`src/rtl/str_gbox.sv`:
```
// Valid/ready stream gearbox: splits wide words into LS-first slices or packs slices into wide words.
// Optional packet-end propagation and early upsize flush are enabled by defining STR_GBOX_LAST_EN.
module str_gbox #(
    parameter int DATA_UP_WIDTH = 24,
    parameter int DATA_DN_WIDTH = 8
) (
    input  logic                     clk,
    input  logic                     rst,
    input  logic [DATA_UP_WIDTH-1:0] up_data,
    input  logic                     up_last,
    input  logic                     up_val,
    output logic                     up_rdy,
    output logic [DATA_DN_WIDTH-1:0] dn_data,
    output logic                     dn_last,
    output logic                     dn_val,
    input  logic                     dn_rdy
);
    localparam int UPW   = DATA_UP_WIDTH;
    localparam int DNW   = DATA_DN_WIDTH;
    localparam int NB    = (UPW > DNW) ? UPW / DNW : DNW / UPW;
    localparam int IDX_W = (NB > 1) ? $clog2(NB) : 1;

    generate
        if ((UPW > DNW && (UPW % DNW) != 0) || (DNW > UPW && (DNW % UPW) != 0)) begin : g_bad_ratio
            $error("str_gbox: wider width must be an integer multiple of the narrower width");
        end
    endgenerate

    // run_q keeps up_rdy low while reset is held and releases it on the first clean edge
    logic run_q, run_d;
    logic up_last_eff;

`ifdef STR_GBOX_LAST_EN
    assign up_last_eff = up_last;
`else
    logic unused_up_last;
    assign unused_up_last = up_last;
    assign up_last_eff    = 1'b0;
`endif

    always_comb run_d = 1'b1;

    always_ff @(posedge clk) begin
        if (rst) run_q <= 1'b0;
        else     run_q <= run_d;
    end

    generate
        if (UPW > DNW) begin : g_down
            logic [UPW-1:0]   hold_q, hold_d;
            logic             last_q, last_d;
            logic             held_q, held_d;
            logic [IDX_W-1:0] idx_q, idx_d;
            logic [DNW-1:0]   slice [2**IDX_W];
            logic             at_end, up_fire, dn_fire;

            // padded to a power of two so every idx value selects a defined entry
            for (genvar gi = 0; gi < 2**IDX_W; gi++) begin : g_slice
                if (gi < NB) begin : g_used
                    assign slice[gi] = hold_q[gi*DNW +: DNW];
                end else begin : g_pad
                    assign slice[gi] = '0;
                end
            end

            assign at_end  = (idx_q == IDX_W'(NB - 1));
            assign up_rdy  = run_q & (~held_q | (dn_rdy & at_end));
            assign up_fire = up_val & up_rdy;
            assign dn_fire = held_q & dn_rdy;
            assign dn_val  = held_q;
            assign dn_data = slice[idx_q];
            assign dn_last = last_q & at_end;

            always_comb begin
                hold_d = hold_q;
                last_d = last_q;
                held_d = held_q;
                idx_d  = idx_q;
                if (up_fire) begin
                    hold_d = up_data;
                    last_d = up_last_eff;
                    held_d = 1'b1;
                    idx_d  = '0;
                end else if (dn_fire) begin
                    if (at_end) begin
                        held_d = 1'b0;
                        idx_d  = '0;
                    end else begin
                        idx_d = idx_q + IDX_W'(1);
                    end
                end
            end

            always_ff @(posedge clk) begin
                if (rst) begin
                    hold_q <= '0;
                    last_q <= 1'b0;
                    held_q <= 1'b0;
                    idx_q  <= '0;
                end else begin
                    hold_q <= hold_d;
                    last_q <= last_d;
                    held_q <= held_d;
                    idx_q  <= idx_d;
                end
            end
        end else if (UPW < DNW) begin : g_up
            logic [DNW-1:0]   acc_q, acc_d, acc_w;
            logic [IDX_W-1:0] k_q, k_d;
            logic [DNW-1:0]   out_q, out_d;
            logic             out_last_q, out_last_d;
            logic             out_val_q, out_val_d;
            logic             up_fire, flush;

            for (genvar gi = 0; gi < NB; gi++) begin : g_acc
                assign acc_w[gi*UPW +: UPW] = (up_fire && k_q == IDX_W'(gi)) ?
                                              up_data : acc_q[gi*UPW +: UPW];
            end

            assign up_rdy  = run_q & ~(out_val_q & ~dn_rdy);
            assign up_fire = up_val & up_rdy;
            assign flush   = up_fire & ((k_q == IDX_W'(NB - 1)) | up_last_eff);
            assign dn_val  = out_val_q;
            assign dn_data = out_q;
            assign dn_last = out_last_q;

            always_comb begin
                acc_d      = acc_q;
                k_d        = k_q;
                out_d      = out_q;
                out_last_d = out_last_q;
                out_val_d  = out_val_q;
                if (out_val_q && dn_rdy) out_val_d = 1'b0;
                // a flush only happens when the output is free or draining this cycle
                if (flush) begin
                    out_d      = acc_w;
                    out_last_d = up_last_eff;
                    out_val_d  = 1'b1;
                    acc_d      = '0;
                    k_d        = '0;
                end else if (up_fire) begin
                    acc_d = acc_w;
                    k_d   = k_q + IDX_W'(1);
                end
            end

            always_ff @(posedge clk) begin
                if (rst) begin
                    acc_q      <= '0;
                    k_q        <= '0;
                    out_q      <= '0;
                    out_last_q <= 1'b0;
                    out_val_q  <= 1'b0;
                end else begin
                    acc_q      <= acc_d;
                    k_q        <= k_d;
                    out_q      <= out_d;
                    out_last_q <= out_last_d;
                    out_val_q  <= out_val_d;
                end
            end
        end else begin : g_equal
            logic [DNW-1:0] out_q, out_d;
            logic           out_last_q, out_last_d;
            logic           out_val_q, out_val_d;
            logic           up_fire;

            assign up_rdy  = run_q & ~(out_val_q & ~dn_rdy);
            assign up_fire = up_val & up_rdy;
            assign dn_val  = out_val_q;
            assign dn_data = out_q;
            assign dn_last = out_last_q;

            always_comb begin
                out_d      = out_q;
                out_last_d = out_last_q;
                out_val_d  = out_val_q;
                if (up_fire) begin
                    out_d      = up_data;
                    out_last_d = up_last_eff;
                    out_val_d  = 1'b1;
                end else if (dn_rdy) begin
                    out_val_d = 1'b0;
                end
            end

            always_ff @(posedge clk) begin
                if (rst) begin
                    out_q      <= '0;
                    out_last_q <= 1'b0;
                    out_val_q  <= 1'b0;
                end else begin
                    out_q      <= out_d;
                    out_last_q <= out_last_d;
                    out_val_q  <= out_val_d;
                end
            end
        end
    endgenerate
endmodule

```
`config.mk`:
```
export PLATFORM = sky130hd
export DESIGN_NAME = str_gbox
export DESIGN_NICKNAME = d
export VERILOG_FILES = /design/src/rtl/str_gbox.sv
export SDC_FILE = /design/constraint.sdc
export NUM_CORES = 1
export LEC_CHECK = 0
export ABC_AREA = 0
export CAP_MARGIN = 20
export CORE_AREA = 4 4 57 59
export DETAILED_ROUTE_END_ITERATION = 7
export DIE_AREA = 0 0 61 63
export GPL_TIMING_DRIVEN = 0
export MAX_ROUTING_LAYER = met4
export PLACE_DENSITY_LB_ADDON = 0.08
export SLEW_MARGIN = 20
export SYNTH_ARGS = -nofsm -noshare
export SYNTH_HDL_FRONTEND = slang
export SYNTH_SLANG_ARGS = --single-unit
```
`constraint.sdc`:
```
create_clock -name clk -period 1.99 [get_ports clk]
set_input_delay 0.398 -clock clk [delete_from_list [all_inputs] [get_ports clk]]
set_output_delay 0.398 -clock clk [all_outputs]
set_load 0.02 [all_outputs]
```
Word-level counts from Yosys, hierarchy flattened --
Index checks and enable logic that the tools add are counted.
Storage, ports and cells: register bits 28, output and inout port bits 11
Cells by class: $add $sub $neg 1, magnitude comparators 1, eq/ne operators 1, mux-type cells 8, bitwise operators 7, reductions and logical operators 4
Operator list (number):
- binary-select mux 8 bit (select 2 bit) | 1
- 2-to-1 mux 8 bit | 2
- AND 1 bit | 4
- 2-to-1 mux 1 bit | 4
- nonzero test 2 bit | 2
- >= comparator 3 bit, second input constant | 1
- inverter 2 -> 3 bit | 1
- adder 2 x 1 -> 2 bit, second input constant | 1
- equality test 2 bit, second input constant | 1
- 2-to-1 mux 2 bit | 1
- AND reduction 2 bit | 1
- OR reduction 2 bit | 1
- inverter 1 bit | 1
- bitwise OR 1 bit | 1

Depth between registers and ports, before layout --
Gate-level depths: netlist of run 1.
depth after elaboration 7, mapped depth 5

Worst setup path before layout of run 1 --
No wires, ideal clock.
path type register to output, start point register g_down.idx_q[1], end point output port dn_data[5], data arrival time 1.143 ns, path slack 0.449 ns, stages on the path, launching flop included 5, path through dfxtp_1 buf_2 buf_2 nand2_1 o22ai_1
Between the ends: cells in the longest elaborated chain, start to end 4
Ends and longest elaborated chain:
- start: declaration | RTL line 53 | logic [IDX_W-1:0] idx_q, idx_d;
- start signal: assignment | RTL line 104 | idx_q <= idx_d;
- inverter 2 -> 3 bit (implied by the code) | RTL line 71 | assign dn_data = slice[idx_q];
- binary-select mux 8 bit (select 2 bit) | RTL line 71
- 2-to-1 mux 8 bit (implied by the code) (2 in a row) | RTL line 71
- end: declaration | RTL line 13 | output logic [DATA_DN_WIDTH-1:0] dn_data,
No other way between the ends. The select of a mux whose other input is x is not followed.

Worst setup path in the final report of run 1 --
start point register g_down.idx_q[1], end point output port dn_data[3]
The elaborated chain is that of the path after synthesis.

==> impl_metrics.json, run 1 <==
{
  "rsz0062_at_grt": "no",
  "dpl_worst_slack_ns": -0.2331,
  "min_path_type": "flip-flop to flip-flop",
  "routed.top_layer": "met4",
  "drv_slew": 0,
  "yosysSeqAreaShare_pct": 41.75,
  "dpl.cell_count": 220,
  "syn-cell-area_sq_um": 1343,
  "combPwrFrac_pct": 20.1,
  "ys_warn_count": 0,
  "leakagePower_nw": 0.7030,
  "timing.final.crit_share_pct": 96.47,
  "hold_violations": 0,
  "clk_latency_ns": 0.32,
  "clock_sinks": 28,
  "setup_viol_count_final": 0,
  "worstHoldStart": "g_down.hold_q[20]",
  "power_density_nw_per_um2": 593.2,
  "critPathKind": "flip-flop to primary output",
  "r2r_start": "g_down.idx_q[0]",
  "core_area_sq_um": 2710,
  "crit_slowest_cell": "dfxtp_2",
  "grt.total_usage_pct": 17.64,
  "yosysMostFrequentCell": "nand2_1",
  "io_buffers": 37,
  "finalNonFillerCells": 223,
  "peakVddDrop_mv": 0.5508,
  "reg2regPathDepth": 5,
  "num_rows": 19,
  "hold_buffers": 0,
  "cp-start-kind": "flip-flop",
  "synth_area_per_cell_sq_um": 8.832,
  "clock_path_buffers": 2,
  "fillerInstances": 258,
  "die_w_microns": 61,
  "grt_max_degree": 15,
  "dr.first_iter.drc_count": 41,
  "crit_top_cell": "buf_4",
  "postCtsSetupRepairBufs": 0,
  "avgViaCountPerCell": 5.233,
  "routed-wl-met3_microns": 221,
  "synthFlopType": "dfxtp_1",
  "synthArstFlopShare_pct": 0,
  "hold_end": "g_down.hold_q[20]",
  "grt_pass1_vias": 1170,
  "yosysTopAreaCell": "dfxtp_1",
  "required_ns": 1.59,
  "synthCells": 152,
  "synth_area_leaders": "dfxtp_1, mux2i_1, nand2_1",
  "cts_buffers": 3,
  "detail_route.wirelength_mm": 3.074,
  "cap_violations": 0,
  "m1WireLength_mm": 1.234,
  "final_nets": 223,
  "tritoncts": "yes",
  "crit_chain": "buf_4 > buf_4 > o22ai_1 > clkdlybuf4s15_1",
  "end_kind": "primary output",
  "grt_antenna_before_repair": 0,
  "wl_per_cell_microns": 13.78,
  "syn_nets": 181,
  "fin_worst_skew_ns": 0.003857,
  "drive_above_1_share_pct": 14.58,
  "p_int_uw": 773.2,
  "area_growth_pct": 30.66,
  "cts-root-buf": "clkbuf_4",
  "p_sw_uw": 267.4,
  "rr_endpoint": "g_down.hold_q[14]",
  "gp_congestion": 0.8071,
  "worst_slack_ns": 0.07019,
  "synthTopCellsByCount": "nand2_1, mux2i_1, dfxtp_1",
  "initial_core_util_pct": 49.54,
  "antenna_cells": 0,
  "synth-edff-count": 0,
  "globalRoute.totalOverflow": 0,
  "cp_top_family": "buffers and inverters",
  "drc": 0,
  "route.met2.wl_mm": 1.581,
  "postRouteAntennaNets": 0,
  "netlist.area_leader.share_pct": 41.75,
  "clk_pin_slew_worst_paths_ns": 0.14,
  "vias": 1167,
  "firstDrtPassIters": 5,
  "seqPwrFrac_pct": 58.1,
  "pwr-share-clk_pct": 21.8,
  "max_stage_delay_ns": 0.36,
  "htree_levels": 1,
  "path_buf_inv": 3,
  "post-route-min-period_ns": 1.920,
  "p_sw_share_pct": 25.70,
  "fmaxAchievable_mhz": 520.9,
  "io_pins": 40,
  "die_h_microns": 63,
  "reg2reg_slack_ns": 0.70,
  "ys_ff_latch": 28,
  "die-area_sq_um": 3843,
  "grt_pass1_wl_mm": 5.002,
  "ys_types": 18,
  "cp.arrival_ns": 1.52,
  "holdPathStages": 2,
  "status": "finished, final reports clean",
  "dp_hpwl_mm": 2.346,
  "path_max_fanout": 10
}
## worst max path at each step
stage | from | depth (start not counted) | slack (ns) | endpoint
final | g_down.idx_q[1] | 4 | 0.07 | dn_data[3]
after global placement | dn_rdy | 5 | -0.23 | up_rdy
after floorplan | g_down.idx_q[1] | 4 | 0.45 | dn_data[5]
after CTS | g_down.idx_q[1] | 5 | 0.001 | dn_data[6]
after global routing | g_down.idx_q[1] | 4 | 0.003 | dn_data[3]
after detailed placement | dn_rdy | 5 | -0.23 | up_rdy
## through the flow
step	hold WS [ns]	TNS, ns	area [sq um]	power, mW	util, %
2_1_floorplan	0.4341	0	1343	0.7311	-
3_3_place_gp	0.4427	-0.3410	1752	0.8283	64.64
5_1_grt	0.4794	0	1754	1.093	64.73
3_5_place_dp	0.4486	-0.3941	1752	0.8339	64.64
6_report	0.4680	0	1754	1.041	64.73
4_1_cts	0.4673	0	1773	1.048	65.42
## layer usage
layer	vias to the layer above	GRT usage (%)
met1	541	20.86
met4	0	4.336
met5	-	-
li1	583	-
met2	39	28.88
met3	4	5.165
## registers in the layout (all words and copies together), names as in the netlist
register / count
g_down.hold_q: 24
g_down.idx_q: 2
dn_val: 1
run_q: 1
## layout make-up
| class | instances | area [sq um] | share of cell area, % |
|---|---|---|---|
| inverters | 1 | 3.754 | 0.2140 |
| clock buffers | 3 | 22.52 | 1.284 |
| repair buffers | 37 | 330.3 | 18.83 |
| flip-flops and latches | 28 | 561.8 | 32.03 |
| multi-input cells | 110 | 683.2 | 38.94 |
| well taps | 31 | 38.79 | 2.211 |
| plain buffers | 13 | 113.9 | 6.491 |
## worst reg2reg max path, cell delays in order (launching register included)
cell,delay (ns)
dfxtp_1,0.35
nand3b_4,0.16
a21oi_2,0.16
buf_6,0.18
buf_12,0.16
mux2i_1,0.22
## cell families after synthesis
kind of cell           synth area share [%]
AOI/OAI and AO/OA                     5.126
buffers and inverters                 7.921
DFF                                   41.75
muxes                                 24.60
other                                0.2793
and+or+nand+nor                       20.32
## layout by cell type (no fill, tap or decap)
master / synthesis / layout
buf_4: 2 / 3
mux2i_2: 0 / 2
dfxtp_1: 28 / 27
buf_12: 2 / 2
and4b_2: 1 / 1
mux2i_1: 33 / 31
a21oi_2: 1 / 1
nor3_1: 2 / 2
dfxtp_2: 0 / 1
a21oi_1: 2 / 2
buf_6: 1 / 2
and2_1: 1 / 1
o22ai_1: 8 / 8
clkdlybuf4s15_1: 0 / 1
inv_2: 1 / 1
clkbuf_1: 3 / 3
conb_1: 1 / 1
nand3b_4: 1 / 1
clkdlybuf4s50_1: 0 / 28
clkbuf_2: 0 / 7
buf_2: 5 / 3
nor2_1: 1 / 1
clkbuf_4: 0 / 4
nand2_1: 59 / 59
## power groups by stage
stage	clock network (mW)	registers [mW]	logic, mW
final	0.226	0.605	0.209
after global routing	0.259	0.608	0.226
after CTS	0.232	0.604	0.212
after detailed placement	0	0.616	0.218
after global placement	0	0.615	0.213
after floorplan	0	0.614	0.118
## repair_timing
item | 4_1_cts | 5_1_grt
pin swaps | 0 | 0
setup endpoints to repair | 9 | 9
gates resized for setup | 15 | 19
Note: power is estimated with default switching activity, not from simulation.
==> run 2, diff against run 1 <==
--- a/config.mk
+++ b/config.mk
@@ -7,9 +7,9 @@
 export LEC_CHECK = 0
 export ABC_AREA = 0
 export CAP_MARGIN = 20
-export CORE_AREA = 4 4 57 59
+export CORE_AREA = 4 4 63 65
 export DETAILED_ROUTE_END_ITERATION = 7
-export DIE_AREA = 0 0 61 63
+export DIE_AREA = 0 0 67 69
 export GPL_TIMING_DRIVEN = 0
 export MAX_ROUTING_LAYER = met4
 export PLACE_DENSITY_LB_ADDON = 0.08
==> impl_metrics.json, run 2 (synthesis results as in run 1) <==
{
  "rr_endpoint": "g_down.hold_q[9]",
  "reg2reg_slack_ns": 0.74,
  "seqPwrFrac_pct": 55.6,
  "timing.final.crit_share_pct": 91.68,
  "core_area_sq_um": 3337,
  "clk_latency_ns": 0.33,
  "dp_hpwl_mm": 2.383,
  "die-area_sq_um": 4623,
  "hold_violations": 0,
  "avgViaCountPerCell": 4.766,
  "fmaxAchievable_mhz": 548.1,
  "p_sw_uw": 274.2,
  "cts_buffers": 3,
  "p_int_uw": 813.6,
  "clock_sinks": 28,
  "crit_slowest_cell": "dfxtp_2",
  "grt_pass1_vias": 1139,
  "cp-start-kind": "flip-flop",
  "drv_slew": 0,
  "htree_levels": 1,
  "io_pins": 40,
  "largest_register": "g_down.hold_q",
  "grt.total_usage_pct": 15.02,
  "drive_above_1_share_pct": 16.06,
  "wl_per_cell_microns": 13.19,
  "dr.first_iter.drc_count": 29,
  "grt_max_degree": 16,
  "drc": 0,
  "mostFrequentLayoutCell": "nand2_1",
  "area_growth_pct": 32.62,
  "firstDrtPassIters": 4,
  "leakagePower_nw": 0.7120,
  "globalRoute.totalOverflow": 0,
  "p_sw_share_pct": 25.21,
  "setup_viol_count_final": 0,
  "detail_route.wirelength_mm": 3.153,
  "end_kind": "primary output",
  "endpoint": "dn_data[1]",
  "layout_common_cells": "nand2_1, mux2i_1, clkdlybuf4s50_1, dfxtp_1, o22ai_1",
  "ctsResizeCount": 20,
  "power_density_nw_per_um2": 611.0,
  "path_max_fanout": 10,
  "reg2regPathDepth": 5,
  "postRouteAntennaNets": 0,
  "dpl_worst_slack_ns": -0.2663,
  "critPathKind": "flip-flop to primary output",
  "die_w_microns": 67,
  "grt_pass1_wl_mm": 5.271,
  "cap_violations": 0,
  "cts-root-buf": "clkbuf_4",
  "tritoncts": "yes",
  "max_stage_delay_ns": 0.36,
  "relSlewSlack_pct": 65.65,
  "tightest_slew_ns": 0.5153,
  "rsz0062_at_grt": "no",
  "num_rows": 21,
  "worst_slack_ns": 0.1656,
  "min_path_type": "flip-flop to flip-flop",
  "crit_top_cell": "buf_4",
  "vias": 1139,
  "critPathLaunch": "g_down.idx_q[1]",
  "fillerInstances": 336,
  "largest_register_ffs": 24,
  "clock_path_buffers": 2,
  "cp.arrival_ns": 1.43,
  "antenna_cells": 0,
  "initial_core_util_pct": 40.23,
  "peakVddDrop_mv": 0.4941,
  "clk_pin_slew_worst_paths_ns": 0.15,
  "post-route-min-period_ns": 1.824,
  "pwr-share-clk_pct": 25.1,
  "hold_buffers": 0,
  "r2r_start": "g_down.idx_q[0]",
  "die_h_microns": 69,
  "status": "finished, final reports clean",
  "grt_antenna_before_repair": 0,
  "fin_worst_skew_ns": 0.007247,
  "gp_congestion": 0.7822,
  "crit_chain": "buf_4 > buf_4 > o22ai_1 > clkbuf_2",
  "reg_top3": "g_down.hold_q: 24 flops, g_down.idx_q: 2 flops",
  "holdWs_ns": 0.4720,
  "finalNonFillerCells": 239,
  "final_util_pct": 53.36,
  "dpl.cell_count": 235,
  "io_buffers": 37,
  "final_nets": 223,
  "postCtsSetupRepairBufs": 0,
  "combPwrFrac_pct": 19.2,
  "required_ns": 1.59
}
[run 2: cell types whose count changed in the layout (fill, tap and decap cells not counted)]
cell             before  now
dfxtp_2               1    2
buf_2                 3    5
clkbuf_8              0    1
clkdlybuf4s15_1       1    0
clkbuf_4              4    3
dfxtp_1              27   26
[run 2: critical path: cells and delay by family (launching register included)]
kind,cells,cell delay [ns]
DFF,1,0.36
AOI/OAI and AO/OA,1,0.20
buffers and inverters,3,0.53
[run 2: through the flow]
stage | cell area (sq um) | TNS (ns) | total power, mW
global route | 1780 | 0 | 1.152
floorplan | 1343 | 0 | 0.7311
global placement | 1770 | -0.3390 | 0.8313
finish | 1780 | 0 | 1.088
detailed placement | 1770 | -0.3963 | 0.8348
CTS | 1819 | -0.006513 | 1.107
[run 2: worst min-delay path by stage]
stage,startpoint,endpoint,slack (ns),cells after the start
floorplan,g_down.hold_q[0],g_down.hold_q[0],0.43,2
global placement,g_down.hold_q[9],g_down.hold_q[9],0.44,2
detailed placement,g_down.hold_q[7],g_down.hold_q[7],0.45,2
CTS,g_down.hold_q[7],g_down.hold_q[7],0.47,2
global route,g_down.hold_q[7],g_down.hold_q[7],0.49,2
finish,g_down.hold_q[13],g_down.hold_q[13],0.47,2
[run 2: per-layer routing]
layer  vias up  track usage [%]  wire, microns
met5         -                -              0
met4         0            2.703             19
met3         2            3.896            157
met2        25            24.89           1531
met1       530            18.28           1444
li1        582                -              -
[run 2: layout make-up]
cell class / instances / area [sq um] / area share [%]
multi-input combinational: 110 / 683.2 / 38.37
sequential: 28 / 563.0 / 31.62
timing repair buffer: 37 / 325.3 / 18.27
buffer: 13 / 111.4 / 6.254
tap: 46 / 57.56 / 3.233
clock buffer: 4 / 36.28 / 2.038
inverter: 1 / 3.754 / 0.2108
[run 2: power groups by stage]
stage | clock [mW] | sequential (mW) | combinational [mW]
6_report | 0.273 | 0.605 | 0.209
5_1_grt | 0.317 | 0.609 | 0.226
2_1_floorplan | 0 | 0.614 | 0.118
3_5_place_dp | 0 | 0.616 | 0.219
4_1_cts | 0.286 | 0.605 | 0.215
3_3_place_gp | 0 | 0.615 | 0.216
==> run 3, diff against run 2 <==
==> constraint.sdc (replaced) <==
create_clock -name clk -period 1.78 [get_ports clk]
set_input_delay 0.356 -clock clk [delete_from_list [all_inputs] [get_ports clk]]
set_output_delay 0.356 -clock clk [all_outputs]
set_load 0.02 [all_outputs]
==> impl_metrics.json, run 3 (synthesis results as in run 1) <==
{
  "leakagePower_nw": 0.7473,
  "cts_buffers": 3,
  "reg2reg_slack_ns": 0.53,
  "htree_levels": 1,
  "die_w_microns": 67,
  "cts-root-buf": "clkbuf_4",
  "timing.final.crit_share_pct": 97.66,
  "rsz0062_at_grt": "yes",
  "fin_worst_skew_ns": 0.002679,
  "required_ns": 1.42,
  "avgViaCountPerCell": 4.784,
  "cp-start-kind": "flip-flop",
  "grt_pass1_wl_mm": 5.340,
  "path_max_fanout": 5,
  "drc": 0,
  "reg_top3": "g_down.hold_q: 24 flops, g_down.idx_q: 2 flops",
  "peakVddDrop_mv": 0.5402,
  "firstDrtPassIters": 4,
  "largest_register": "g_down.hold_q",
  "reg2regPathDepth": 5,
  "fillerInstances": 330,
  "layout_common_cells": "nand2_1, mux2i_1, dfxtp_1, clkdlybuf4s50_1",
  "finalPower_mw": 1.227,
  "tightest_slew_ns": 0.5182,
  "wl_per_cell_microns": 13.43,
  "final_nets": 225,
  "hold_buffers": 0,
  "relSlewSlack_pct": 65.45,
  "postRouteAntennaNets": 0,
  "drive_above_1_share_pct": 16.92,
  "r2r_start": "g_down.idx_q[0]",
  "die_h_microns": 69,
  "grt_antenna_before_repair": 0,
  "setup_viol_count_final": 0,
  "core_area_sq_um": 3337,
  "detail_route.wirelength_mm": 3.236,
  "fin_tns_setup_ns": 0,
  "dpl_worst_slack_ns": -0.3923,
  "area_growth_pct": 36.16,
  "end_kind": "primary output",
  "post-route-min-period_ns": 1.738,
  "worst_slack_ns": 0.04170,
  "grt_pass1_vias": 1157,
  "dp_hpwl_mm": 2.383,
  "clock_path_buffers": 2,
  "cp.arrival_ns": 1.38,
  "status": "finished, final reports clean",
  "power_density_nw_per_um2": 671.1,
  "clk_pin_slew_worst_paths_ns": 0.15,
  "critPathKind": "flip-flop to primary output",
  "drv_slew": 0,
  "cap_violations": 0,
  "antenna_cells": 0,
  "num_rows": 21,
  "tritoncts": "yes",
  "io_pins": 40,
  "fmaxAchievable_mhz": 575.3,
  "clk_latency_ns": 0.33,
  "initial_core_util_pct": 40.23,
  "dr.first_iter.drc_count": 29,
  "vias": 1153,
  "worstHoldStart": "g_down.hold_q[7]",
  "grt_max_degree": 16,
  "rr_endpoint": "g_down.hold_q[8]",
  "globalRoute.totalOverflow": 0,
  "gp_congestion": 0.7822,
  "min_path_type": "flip-flop to flip-flop",
  "die-area_sq_um": 4623,
  "largest_register_ffs": 24,
  "mostFrequentLayoutCell": "nand2_1",
  "clock_sinks": 28,
  "io_buffers": 37,
  "hold_end": "g_down.hold_q[7]",
  "hold_violations": 0,
  "grt.total_usage_pct": 15.22,
  "holdPathStages": 2
}
## run 3: cell count changes in the layout (fill, tap and decap cells not counted), moves of 2 or more
cell	change
buf_8	+2
clkdlybuf4s50_1	-2
buf_2	+3
buf_4	+3
clkbuf_2	-7
## run 3: stage by stage
stage / hold slack [ns] / area [sq um] / utilization (%) / cells
3_3_place_gp: 0.4426 / 1770 / 53.06 / 235
5_1_grt: 0.4932 / 1828 / 54.78 / 241
3_5_place_dp: 0.4529 / 1770 / 53.06 / 235
4_1_cts: 0.4739 / 1807 / 54.14 / 241
2_1_floorplan: 0.4251 / 1343 / - / 152
6_report: 0.4722 / 1828 / 54.78 / 241
## run 3: per-layer routing
metal | up-vias | track usage, % | part of all wire, %
li1 | 586 | - | -
met1 | 541 | 18.38 | 44
met3 | 2 | 3.896 | 5.0
met5 | - | - | 0
met2 | 24 | 25.44 | 50
met4 | 0 | 2.703 | 0.59
## run 3: cell type report
type                    instances  area, sq um  share of cell area, %
plain buffers                  13        126.4                  6.913
well taps                      46        57.56                  3.149
flip-flops and latches         28        565.5                  30.94
clock buffers                   4        36.28                  1.985
multi-input cells             110        683.2                  37.37
inverters                       1        3.754                 0.2053
repair buffers                 39        355.3                  19.44
## run 3: worst max-delay path by stage
stage                            end  slack (ns)  cells past startpoint       startpoint
after floorplan           dn_data[5]        0.28                      4  g_down.idx_q[1]
after global placement        up_rdy       -0.37                      5           dn_rdy
after detailed placement      up_rdy       -0.39                      5           dn_rdy
after CTS                 dn_data[6]        0.01                      5  g_down.idx_q[1]
after global routing      dn_data[6]       -0.03                      5  g_down.idx_q[0]
final                     dn_data[6]        0.04                      5  g_down.idx_q[0]
## run 3: what timing repair did
item | CTS | global route
gates cloned | 1 | 0
resized for setup | 46 | 7
setup buffers | 1 | 0
endpoints found under the setup margin | 9 | 8
pin swaps | 0 | 1
## run 3: power by group
part,switching [mW],internal [mW]
Sequential,0.0184,0.657
Combinational,0.109,0.131
Clock,0.187,0.125
## run 3: critical path, cell delays in order, from the launching register on
cell and delay, ns:
dfxtp_2 0.36, buf_6 0.13, buf_4 0.13, mux2i_1 0.10, o22ai_1 0.16, buf_4 0.17
